<file path="config.mk">
export PLATFORM = sky130hd
export DESIGN_NAME = conv_encoder_tx_flat
export DESIGN_NICKNAME = d
export VERILOG_FILES = /design/src/rtl/viterbi_pkg.sv /design/src/rtl/conv_encoder_tx_if.sv /design/src/rtl/conv_encoder_tx_lfsr16_err.sv /design/src/rtl/conv_encoder_tx.sv /design/src/flat_wrapper.sv
export SDC_FILE = /design/constraint.sdc
export NUM_CORES = 1
export LEC_CHECK = 0
export ABC_AREA = 1
export CELL_PAD_IN_SITES_DETAIL_PLACEMENT = 0
export CELL_PAD_IN_SITES_GLOBAL_PLACEMENT = 1
export CORE_AREA = 2 2 76 78
export CTS_BUF_LIST = sky130_fd_sc_hd__clkbuf_8
export DETAILED_ROUTE_END_ITERATION = 10
export DIE_AREA = 0 0 78 80
export GPL_TIMING_DRIVEN = 0
export PLACE_DENSITY_LB_ADDON = 0.1
export SETUP_SLACK_MARGIN = 0.15
export SKIP_LAST_GASP = 1
export SYNTH_ARGS = -nofsm -noshare
export SYNTH_HDL_FRONTEND = slang
export SYNTH_SLANG_ARGS = --single-unit
</file>
<file path="constraint.sdc">
create_clock -name clk -period 5.71 [get_ports clk]
set_input_delay 0.571 -clock clk [delete_from_list [all_inputs] [get_ports clk]]
set_output_delay 0.571 -clock clk [all_outputs]
set_load 0.005 [all_outputs]
</file>
<file path="src/rtl/viterbi_pkg.sv">
// rtl/viterbi_pkg.sv - code parameters and expected-symbol function shared by encoder and decoder
package viterbi_pkg;

   localparam int K        = 3;
   localparam int M        = K - 1;
   localparam logic [K-1:0] G0 = 3'b111;
   localparam logic [K-1:0] G1 = 3'b101;
   localparam int MAX_SYMS = 32;
   localparam int MAX_DATA = MAX_SYMS - M;

   localparam logic [15:0] LFSR_SEED = 16'hACE1;
   localparam logic [15:0] LFSR_TAPS = 16'hB400;

   typedef enum logic {
      S_DATA,
      S_TAIL
   } enc_state_t;

   function automatic logic [1:0] exp_sym(input logic [M-1:0] st, input logic b);
      logic [K-1:0] r;
      r = {st, b};
      return {^(r & G0), ^(r & G1)};
   endfunction

endpackage

</file>
<file path="src/rtl/conv_encoder_tx_if.sv">
// rtl/conv_encoder_tx_if.sv - data-bit input stream and coded-symbol output stream
interface conv_encoder_tx_if;

   logic       in_valid;
   logic       in_bit;
   logic       in_last;
   logic       in_ready;
   logic       sym_valid;
   logic [1:0] sym;
   logic       sym_last;
   logic       sym_ready;

   modport slave (
      input  in_valid, in_bit, in_last, sym_ready,
      output in_ready, sym_valid, sym, sym_last
   );

   modport master (
      output in_valid, in_bit, in_last, sym_ready,
      input  in_ready, sym_valid, sym, sym_last
   );

endinterface

</file>
<file path="src/rtl/conv_encoder_tx_lfsr16_err.sv">
// rtl/conv_encoder_tx_lfsr16_err.sv - Galois LFSR bit-flip injector with saturating flip counter
module lfsr16_err
   import viterbi_pkg::*;
(
   input  logic       clk,
   input  logic       rst,
   input  logic       i_adv,
   input  logic [3:0] i_err_rate,
   output logic [1:0] o_flip,
   output logic [7:0] o_err_cnt
);

   logic [15:0] r_lfsr;
   logic [7:0]  r_err_cnt;
   logic [1:0]  w_flip;
   logic [8:0]  w_sum;
   logic [15:0] w_lfsr_next;

   // flip decision uses the value before this symbol's advance
   assign w_flip      = {r_lfsr[3:0] < i_err_rate, r_lfsr[7:4] < i_err_rate};
   assign w_sum       = {1'b0, r_err_cnt} + {8'd0, w_flip[1]} + {8'd0, w_flip[0]};
   assign w_lfsr_next = r_lfsr[0] ? ((r_lfsr >> 1) ^ LFSR_TAPS) : (r_lfsr >> 1);

   always_ff @(posedge clk) begin
      if (rst) begin
         r_lfsr    <= LFSR_SEED;
         r_err_cnt <= 8'd0;
      end else if (i_adv) begin
         r_lfsr    <= w_lfsr_next;
         r_err_cnt <= w_sum[8] ? 8'hFF : w_sum[7:0];
      end
   end

   assign o_flip    = w_flip;
   assign o_err_cnt = r_err_cnt;

endmodule

</file>
<file path="src/rtl/conv_encoder_tx.sv">
// rtl/conv_encoder_tx.sv - rate-1/2 K=3 convolutional encoder with zero-tail framing and error injection
module conv_encoder_tx
   import viterbi_pkg::*;
(
   input  logic               clk,
   input  logic               rst,
   conv_encoder_tx_if.slave   bus,
   input  logic [3:0]         err_rate,
   output logic [7:0]         err_cnt
);

   localparam int DW = $clog2(MAX_DATA);
   localparam int TW = (M > 1) ? $clog2(M) : 1;

   enc_state_t    r_state;
   logic [M-1:0]  r_st;
   logic [DW-1:0] r_dcnt;
   logic [TW-1:0] r_tcnt;
   logic          r_sym_valid;
   logic [1:0]    r_sym;
   logic          r_sym_last;

   logic       w_free;
   logic       w_accept;
   logic       w_tail_load;
   logic       w_load;
   logic       w_b;
   logic [1:0] w_code;
   logic [1:0] w_flip;
   logic       w_last_data;
   logic       w_last_tail;

   assign w_free        = !r_sym_valid || bus.sym_ready;
   assign bus.in_ready  = !rst && (r_state == S_DATA) && w_free;
   assign w_accept      = bus.in_valid && bus.in_ready;
   assign w_tail_load   = !rst && (r_state == S_TAIL) && w_free;
   assign w_load        = w_accept || w_tail_load;
   assign w_b           = (r_state == S_DATA) && bus.in_bit;
   assign w_code        = exp_sym(r_st, w_b);
   assign w_last_data   = bus.in_last || (r_dcnt == DW'(MAX_DATA - 1));
   assign w_last_tail   = (r_tcnt == TW'(M - 1));

   lfsr16_err u_err (
      .clk        (clk),
      .rst        (rst),
      .i_adv      (w_load),
      .i_err_rate (err_rate),
      .o_flip     (w_flip),
      .o_err_cnt  (err_cnt)
   );

   always_ff @(posedge clk) begin
      if (rst) begin
         r_state     <= S_DATA;
         r_st        <= '0;
         r_dcnt      <= '0;
         r_tcnt      <= '0;
         r_sym_valid <= 1'b0;
         r_sym       <= 2'b00;
         r_sym_last  <= 1'b0;
      end else if (w_load) begin
         r_sym_valid <= 1'b1;
         r_sym       <= w_code ^ w_flip;
         r_st        <= {r_st[M-2:0], w_b};
         if (r_state == S_DATA) begin
            r_sym_last <= 1'b0;
            r_dcnt     <= r_dcnt + DW'(1);
            if (w_last_data)
               r_state <= S_TAIL;
         end else if (w_last_tail) begin
            // trellis is back in state 0; next frame starts clean
            r_sym_last <= 1'b1;
            r_tcnt     <= '0;
            r_dcnt     <= '0;
            r_st       <= '0;
            r_state    <= S_DATA;
         end else begin
            r_sym_last <= 1'b0;
            r_tcnt     <= r_tcnt + TW'(1);
         end
      end else if (bus.sym_ready) begin
         r_sym_valid <= 1'b0;
      end
   end

   assign bus.sym_valid = r_sym_valid;
   assign bus.sym       = r_sym;
   assign bus.sym_last  = r_sym_last;

endmodule

</file>
<file path="src/flat_wrapper.sv">
// flat-port wrapper written by rule: the top's interface ports become plain ports
module conv_encoder_tx_flat import viterbi_pkg::*;
  (clk, rst, err_rate, err_cnt, bus_in_valid, bus_in_bit, bus_in_last, bus_sym_ready, bus_in_ready, bus_sym_valid, bus_sym, bus_sym_last);
  conv_encoder_tx_if bus_i ();
  input  logic clk;
  input  logic rst;
  input  logic [3:0] err_rate;
  output logic [7:0] err_cnt;
  input wire logic [$bits(bus_i.in_valid)-1:0] bus_in_valid;
  input wire logic [$bits(bus_i.in_bit)-1:0] bus_in_bit;
  input wire logic [$bits(bus_i.in_last)-1:0] bus_in_last;
  input wire logic [$bits(bus_i.sym_ready)-1:0] bus_sym_ready;
  output wire logic [$bits(bus_i.in_ready)-1:0] bus_in_ready;
  output wire logic [$bits(bus_i.sym_valid)-1:0] bus_sym_valid;
  output wire logic [$bits(bus_i.sym)-1:0] bus_sym;
  output wire logic [$bits(bus_i.sym_last)-1:0] bus_sym_last;
  assign bus_i.in_valid = bus_in_valid;
  assign bus_i.in_bit = bus_in_bit;
  assign bus_i.in_last = bus_in_last;
  assign bus_i.sym_ready = bus_sym_ready;
  assign bus_in_ready = bus_i.in_ready;
  assign bus_sym_valid = bus_i.sym_valid;
  assign bus_sym = bus_i.sym;
  assign bus_sym_last = bus_i.sym_last;
  conv_encoder_tx u_core (.clk(clk), .rst(rst), .bus(bus_i), .err_rate(err_rate), .err_cnt(err_cnt));
endmodule
</file>
==> qor.txt, run 1 <==
Slew Limit Fails = 0
Die area = 0.00624 sq mm
Hold Vio Cnt, Final = 0
Power per cell area = 253 mW/mm^2
Core ar. = 0.00541 sq mm
Period utilisation layout = 51.8%
I/O pins = 23
Final setup fails = 0
# diodes = 0
Largest fanout on the critical path = 7
P&R area growth vs syn = 21.1%
Via count = 1681
RSZ-0062 raised after global routing = false
Psw = 172 uW
Synth area leaders = dfxtp_1 39%, nand2_1 14%, inv_1 7.9%
Placer congestion estimate = 0.778
Layout cells sized above 1 = 6.93%
# fillers = 599
Top cell type's share of synthesized area = 38.9%
Row Count = 27
Crit path required time = 5880 ps
Reg power frac = 50.0%
WP data arrival = 3120 ps
Most used cell, CP = inv_1
Vias per cell = 4.48
CP bufs+invs = 4
HPWL after DPL = 3100 um
Root Driver = clkbuf_8
Worst path max stage delay = 460 ps
Final setup TNS = 0 ps
Fmax = 0.338 GHz
Clk network pwr share = 32.2%
Worst-path cell chain = clkdlybuf4s50_1 > inv_1 > ha_1 > a21boi_0 > o21bai_1 > nand2_1 > inv_1 > fa_1 > ha_1 > nand3_1 > inv_1 > nand2_1 > a21oi_1 > a21oi_1 > nor2_1
MaxCap Viol Count = 0
Sw frac = 29.6%
Power, Total = 582 uW
Placed insts = 367
Yosys cell types = 28
Comb power frac = 17.8%
CP delay by family, top = adder cells
R2R Setup Slk = 3210 ps
Die Y = 80 um
CTS tree = done
Clk slew on worst S/H paths = 80 ps
Total grt overflow = 0
Total CTS buffers = 5
Reg area = 741 sq um
Antenna violations before repair = 0
Clock skew = 6.36 ps
Non-Filler Instances = 375
Syn nets = 293
CP Class = input pin to register
Synth area leader = dfxtp_1
Cell Area, Synth = 0.00190 sq mm
Pleak = 1.01 nW
CTS max path bufs = 2
Post-DRT Antenna Nets = 0
Kind of end point of the critical path = register
Post CTS Setup Buffer Count = 0
Die X-Extent = 78 um
Status = finished, final reports clean
Dpl cell area = 0.00221 sq mm
Clock Sinks = 37
Syn. warnings = 0
Element type at the critical path start = input pin
Clock latency on the worst-skew pair = 290 ps
Total GRT Usage = 15.2%
Hold-fix buffers, CTS = 0
Synth Instances = 273
Multi-input logic area = 960 sq um
Largest net degree at the start of global routing = 14
Final net count = 322
Worst-Margin Slew = 602 ps
Rel. slew slack = 59.9%
DR WL/cell = 11.3 um
TritonRoute pass-1 iters = 4
First-pass GRT wire length = 7360 um
Max VDD drop = 95.9 uV
Count of input and output buffers = 22
Critical path's slowest cell = clkdlybuf4s50_1
Initial Util = 35.2%
Type of the worst min-delay path = register to register
Cell Int Power = 410 uW
H-tree levels = 2
Register bit total from synthesis = 37
Syn_area_per_cell = 6.97 sq um
Minimum clock period = 2960 ps
Routed WL = 4230 um
Vias in the first global route = 1545
Util after Layout = 42.6%
DRT iter0 DRCs = 48
Post-cts gate resize count = 0
Sequential-to-total area share from yosys stat = 38.9%
DRC violations left = 0
Fin area = 0.00230 sq mm
-- worst register-to-register path, delay by kind of cell (launching register included) --
kind / cells / cell delay, ps
simple gates: 4 / 460
compound gates: 4 / 500
buf+inv: 2 / 110
fa+ha+maj: 3 / 970
flops: 1 / 330
-- layer usage --
layer / global-route usage (%) / up-vias / share of wire, %
li1: - / 919 / -
met1: 20.2 / 732 / 53
met2: 24.4 / 25 / 42
met3: 3.28 / 5 / 3.3
met4: 5.26 / 0 / 1.4
met5: 0 / - / 0
-- logic make-up after synthesis --
logic type | count (synthesis) | synth area share, %
fa+ha+maj | 10 | 6.97
buf+inv | 50 | 10.7
flops | 37 | 38.9
xor+xnor | 6 | 2.76
compound gates | 43 | 12.7
simple gates | 127 | 28.0
-- layout make-up --
cell class | count | share of cell area [%]
buffer | 8 | 1.95
clock buffer | 5 | 2.99
clock inverter | 3 | 0.977
inverter | 42 | 6.84
multi-input combinational | 186 | 41.6
sequential | 37 | 32.1
tap | 72 | 3.91
timing repair buffer | 22 | 9.55
-- stage by stage --
step / worst slack (ps) / hold WS [ps]
6_report: 2750 / 447
5_1_grt: 2480 / 466
4_1_cts: 2710 / 450
3_5_place_dp: 2400 / 434
3_3_place_gp: 2400 / 434
2_1_floorplan: 3180 / 421
-- power by group through the flow --
| stage | clock network [mW] | registers [mW] | logic [mW] |
|---|---|---|---|
| after floorplan | 0 | 0.295 | 0.0701 |
| after global placement | 0 | 0.298 | 0.105 |
| after detailed placement | 0 | 0.298 | 0.104 |
| after CTS | 0.194 | 0.292 | 0.106 |
| after global routing | 0.206 | 0.295 | 0.121 |
| final | 0.188 | 0.291 | 0.104 |
-- synth_stat cells, drive strengths merged --
| cell | n |
|---|---|
| inv | 42 |
| o31ai | 1 |
| nand3 | 26 |
| clkbuf | 2 |
| xnor2 | 4 |
| xor2 | 2 |
| buf | 6 |
| fa | 1 |
| nand4 | 2 |
| nor3 | 2 |
| nand2 | 73 |
| o21bai | 1 |
| dfxtp | 37 |
| nor2 | 21 |
| a211oi | 1 |
| nand3b | 1 |
| ha | 9 |
| a21boi | 1 |
| o21ai | 17 |
| or2 | 2 |
| a21oi | 22 |
-- worst paths after layout --
| check | from | to | depth (start not counted) |
|---|---|---|---|
| setup / recovery | err_rate[1] | u_core.u_err.o_err_cnt[1] | 15 |
| hold / removal | u_core.u_err.r_lfsr[10] | u_core.u_err.r_lfsr[9] | 2 |
| setup reg to reg | u_core.u_err.r_lfsr[5] | u_core.u_err.o_err_cnt[1] | 13 |
| hold reg to reg | u_core.u_err.r_lfsr[10] | u_core.u_err.r_lfsr[9] | 2 |
-- flip-flops by register name, indices dropped and copies added, names as in the netlist, 2 cells and up --
| register | cells |
|---|---|
| u_core.r_dcnt | 5 |
| u_core.u_err.o_err_cnt | 8 |
| u_core.bus.sym | 2 |
| u_core.u_err.r_lfsr | 16 |
| u_core.r_st | 2 |
-- cells in the final DEF (no fill, tap or decap), drive strengths merged --
| cell type | instances |
|---|---|
| buf | 6 |
| or2 | 2 |
| nand3b | 1 |
| clkbuf | 7 |
| a21oi | 22 |
| fa | 1 |
| a21boi | 1 |
| xor2 | 2 |
| ha | 9 |
| nand4 | 2 |
| clkdlybuf4s50 | 22 |
| nor2 | 21 |
| a211oi | 1 |
| o31ai | 1 |
| nand3 | 26 |
| o21bai | 1 |
| xnor2 | 4 |
| nor3 | 2 |
| clkinvlp | 3 |
| inv | 42 |
| o21ai | 17 |
| dfxtp | 37 |
| nand2 | 73 |
No activity file was read; power rests on OpenSTA's default activity.
==> run 2, diff against run 1 <==
Clock period 5.71 ns to 2.9 ns, I/O delays scaled along.
==> qor.txt, run 2 (synthesis results as in run 1) <==
Clock skew = 6.68 ps (+0.316 ps)
Total GRT Usage = 15.2% (unchanged)
Die Y = 80 um (unchanged)
Vias per cell = 4.48 (unchanged)
Period utilisation layout = 85.8%
Worst-path cell chain = clkdlybuf4s50_1 > inv_1 > ha_1 > a21boi_0 > o21bai_1 > nand2_1 > inv_1 > fa_2 > ha_1 > nand3_1 > inv_1 > nand2_4 > a21oi_1 > a21oi_1 > nor2_1
Non-Filler Instances = 375 (unchanged)
DR WL/cell = 11.3 um (+0.52%)
Critical path's slowest cell = clkdlybuf4s50_1
Root Driver = clkbuf_8
Type of the worst min-delay path = register to register
Clock Sinks = 37 (unchanged)
Antenna violations before repair = 0 (unchanged)
Count of input and output buffers = 22 (unchanged)
Placer congestion estimate = 0.778 (unchanged)
DRT iter0 DRCs = 52 (+8.3%)
CP Class = input pin to register
Largest net degree at the start of global routing = 14 (unchanged)
Slew Limit Fails = 0 (unchanged)
Element type at the critical path start = input pin
TritonRoute pass-1 iters = 4 (unchanged)
Sw frac = 29.6% (about the same)
Row Count = 27 (unchanged)
Power per cell area = 496 mW/mm^2 (+96%)
Setup WS pre-CTS = -130 ps (-2530 ps)
Hold Vio Cnt, Final = 0 (unchanged)
Pleak = 1.02 nW (+1.6%)
Final setup fails = 0 (unchanged)
Worst Hold Margin = 447 ps (+0.0510 ps)
Max VDD drop = 189 uV (+97%)
Die area = 0.00624 sq mm (unchanged)
Worst-Margin Slew = 598 ps (-3.21 ps)
Cell Int Power = 809 uW (+97%)
Kind of end point of the critical path = register
Fmax = 0.402 GHz
Clock latency on the worst-skew pair = 290 ps (about the same)
WP data arrival = 2660 ps (-460 ps)
Post-DRT Antenna Nets = 0 (unchanged)
P&R area growth vs syn = 21.6%
I/O pins = 23 (unchanged)
Most frequent cells in the layout = 69 x nand2_1, 40 x inv_1, 37 x dfxtp_1, 26 x nand3_1, 22 x clkdlybuf4s50_1
Total grt overflow = 0 (unchanged)
First-pass GRT wire length = 7360 um (unchanged)
Minimum clock period = 2490 ps
Routed WL = 4250 um (+0.52%)
Initial Util = 35.2% (unchanged)
Final net count = 322 (unchanged)
Psw = 340 uW (+97%)
Comb power frac = 17.9% (about the same)
Clk network pwr share = 32.1% (about the same)
Layout cells sized above 1 = 7.59% (+0.66 points)
HPWL after DPL = 3100 um (unchanged)
Most used cell, CP = inv_1
MaxCap Viol Count = 0 (unchanged)
Die X-Extent = 78 um (unchanged)
Core ar. = 0.00541 sq mm (unchanged)
Via count = 1681 (unchanged)
CTS tree = done
Placed insts = 367 (unchanged)
RSZ-0062 raised after global routing = false
Clk slew on worst S/H paths = 80 ps (about the same)
Reg power frac = 50.0% (about the same)
CP delay by family, top = adder cells
# diodes = 0 (unchanged)
CTS max path bufs = 2 (unchanged)
Setup ws final = 411 ps (-2340 ps)
Largest fanout on the critical path = 7 (unchanged)
CP bufs+invs = 4 (unchanged)
Largest register FFs = 16 (unchanged)
Crit path required time = 3070 ps (-2810 ps)
Worst path max stage delay = 460 ps (about the same)
Leading cell type in the layout, fill and taps excluded = nand2_1
Status = finished, final reports clean
H-tree levels = 2 (unchanged)
DRC violations left = 0 (unchanged)
Reg with most FFs = u_core.u_err.r_lfsr
Vias in the first global route = 1545 (unchanged)
Total CTS buffers = 5 (unchanged)
Rel. slew slack = 60.1% (+0.21 points)
==> run 2: cell counts in the layout (fill, tap and decap cells not counted) <==
Identical to the previous run, type by type.
==> run 2: final timing paths <==
kind                           startpoint                        end  slack [ps]  cells after the start
setup reg to reg   u_core.u_err.r_lfsr[5]  u_core.u_err.o_err_cnt[1]         590                     13
setup / recovery              err_rate[1]  u_core.u_err.o_err_cnt[1]         410                     15
hold reg to reg   u_core.u_err.r_lfsr[10]     u_core.u_err.r_lfsr[9]         450                      2
hold / removal    u_core.u_err.r_lfsr[10]     u_core.u_err.r_lfsr[9]         450                      2
==> run 2: cell type report <==
class	instances	area, sq um
Buffer	8	45.0
Clock buffer	5	68.8
Clock inverter	3	22.5
Fill cell	596	3090
Inverter	42	158
Multi-Input combinational cell	186	970
Sequential cell	37	741
Tap cell	72	90.1
Timing Repair Buffer	22	220
==> run 2: power groups by stage <==
| stage | clock network, mW | logic (mW) | registers, mW |
|---|---|---|---|
| floorplan | 0 | 0.138 | 0.581 |
| global placement | 0 | 0.206 | 0.587 |
| detailed placement | 0 | 0.205 | 0.586 |
| CTS | 0.382 | 0.208 | 0.574 |
| global route | 0.406 | 0.240 | 0.580 |
| finish | 0.369 | 0.205 | 0.574 |
==> run 2: stage by stage <==
step	power, mW	cell area [sq um]	utilization, %	setup TNS, ps
CTS	1.16	2300	42.6	0
finish	1.15	2310	42.8	0
global placement	0.793	2210	40.9	-759
detailed placement	0.792	2210	40.9	-758
floorplan	0.719	1900	-	0
global route	1.23	2310	42.8	0
==> run 2: repair_timing <==
action,4_1_cts,5_1_grt
setup endpoints to repair,0,7
hold buffers,0,0
resized for setup,0,3
setup buffers,0,0
==> run 2: metal layers <==
layer	part of all wire, %	GRT usage, %
met1	53	20.2
met2	43	24.4
met3	3.3	3.28
met4	1.4	5.26
met5	0	0
==> run 2: worst register-to-register path, stage by stage (launching register included) <==
cell      delay [ps]
dfxtp_1          330
ha_1             260
a21boi_0         170
o21bai_1         110
nand2_1           90
inv_1             60
fa_2             390
ha_1             240
nand3_1          130
inv_1             80
nand2_4          100
a21oi_1           70
a21oi_1          110
nor2_1            50
==> variant, RTL diff (config.mk and constraints of run 2) <==
Put a register stage on the output `err_cnt`. The value now appears one clock later. The other outputs are not delayed to match.
--- a/src/rtl/conv_encoder_tx.sv
+++ b/src/rtl/conv_encoder_tx.sv
@@ -11,6 +11,8 @@
 
    localparam int DW = $clog2(MAX_DATA);
    localparam int TW = (M > 1) ? $clog2(M) : 1;
+
+   logic [7:0] err_cnt_d;
 
    enc_state_t    r_state;
    logic [M-1:0]  r_st;
@@ -46,7 +48,7 @@
       .i_adv      (w_load),
       .i_err_rate (err_rate),
       .o_flip     (w_flip),
-      .o_err_cnt  (err_cnt)
+      .o_err_cnt  (err_cnt_d)
    );
 
    always_ff @(posedge clk) begin
@@ -87,5 +89,9 @@
    assign bus.sym       = r_sym;
    assign bus.sym_last  = r_sym_last;
 
+   always_ff @(posedge clk) begin
+      err_cnt <= err_cnt_d;
+   end
+
 endmodule
 
Function: changed (a bounded check fails within 4 cycles, from zero or initial values and one cycle with rst high).
==> variant against run 2 <==
- count of clock-buffer cells in the layout did not move
- synthesized area grew 11%
- first-iteration DRC count increased by 44%
- setup slack worse by 0.0013 ns
- design area is 11% higher
- sequential cell count increased by 8
- non-clock buffer count grew 1
- die area did not move
- total power increased by 27%
- hold slack worse by 0.060 ns
- wire length increased by 5.3%
- sequential power up 20%
- critical endpoint is now u_core.u_err.o_err_cnt[6]
- largest power group unchanged
==> variant: results (changes against run 2) <==
status completed; number of global-route vias before repair 1595 (+3.2%); Initial Utilization 39.2% (+4.0 points); met3 WL 142 um (+1.4%); largest net degree at the start of global routing 15 (+1); global-route met1 utilization 20.9% (+0.75 points); syn_nets 304 (+3.8%); first-pass GRT wire length 7.65 mm (+4.0%); RR Startpoint u_core.u_err.r_lfsr[3]; pre-CTS WS -0.0766 ns (+0.0534 ns); met3 Resource Use GR 3.39% (+0.11 points); final wirelength 4.48 mm (+5.3%); min-delay src u_core.u_err.o_err_cnt[0]; routability cong. 0.740 (-5.0%); Worst slew margin 61.9% (+1.8 points); area of the multi-input gates 0.00100 mm^2 (+3.4%); routing usage on met2 25.9% (+1.6 points); WL per Instance 11.6 um (+2.3%); worst setup slack after layout 0.409 ns (-0.00133 ns); Worst Hold End u_core.err_cnt[0]; Avg Inst Size Synth 7.46 um^2 (+7.0%); WL met1 2.26 mm (+1.0%); Worst setup startpoint err_rate[3]; largest fanout on the critical path 3 (-4); met2 wire len 2.03 mm (+12%); HPWL reported at the end of detailed placement 3.21 mm (+3.7%); Hold WS 0.387 ns (-0.0600 ns); Cell Int Power 1.10 mW (+36%); Fillers 575 (-3.5%); Commonest cells post-synth 71 x nand2_1, 45 x dfxtp_1, 37 x inv_1; Arr. time, crit path 2.69 ns (+0.03 ns); VDD IR-drop max 0.283 mV (+50%); ranking of synthesized cells by area dfxtp_1 43%, nand2_1 13%, inv_1 6.6%; Clk power 566 uW (+53%); Hold Path Depth 0 (-2); DRC violation total after the first TritonRoute iteration 75 (+44%)
variant: changes by cell type after synthesis, moves of 3 or more:
| cell | before | now |
|---|---|---|
| dfxtp_1 | 37 | 45 |
| nor2_1 | 21 | 16 |
| a21oi_1 | 21 | 18 |
| inv_1 | 40 | 37 |
| nor2_2 | 0 | 3 |
| o21ai_1 | 0 | 3 |
variant: cells by family (layout without fill, tap and decap cells):
family	count (synthesis)	count (layout)	synth area share [%]
and+or+nand+nor	129	129	26.9
buffers and inverters	51	81	10.6
DFF	45	45	42.5
AOI/OAI and AO/OA	43	43	11.3
adders and majority gates	10	10	6.26
xor gates and xnor gates	6	6	2.48
variant: area by class of cell:
cell class / instances / share of cell area [%]
well taps: 72 / 3.50
clock buffers: 5 / 2.68
plain buffers: 9 / 2.29
flip-flops and latches: 45 / 35.0
clock inverters: 3 / 2.53
inverters: 42 / 6.42
multi-input cells: 188 / 39.0
repair buffers: 22 / 8.56
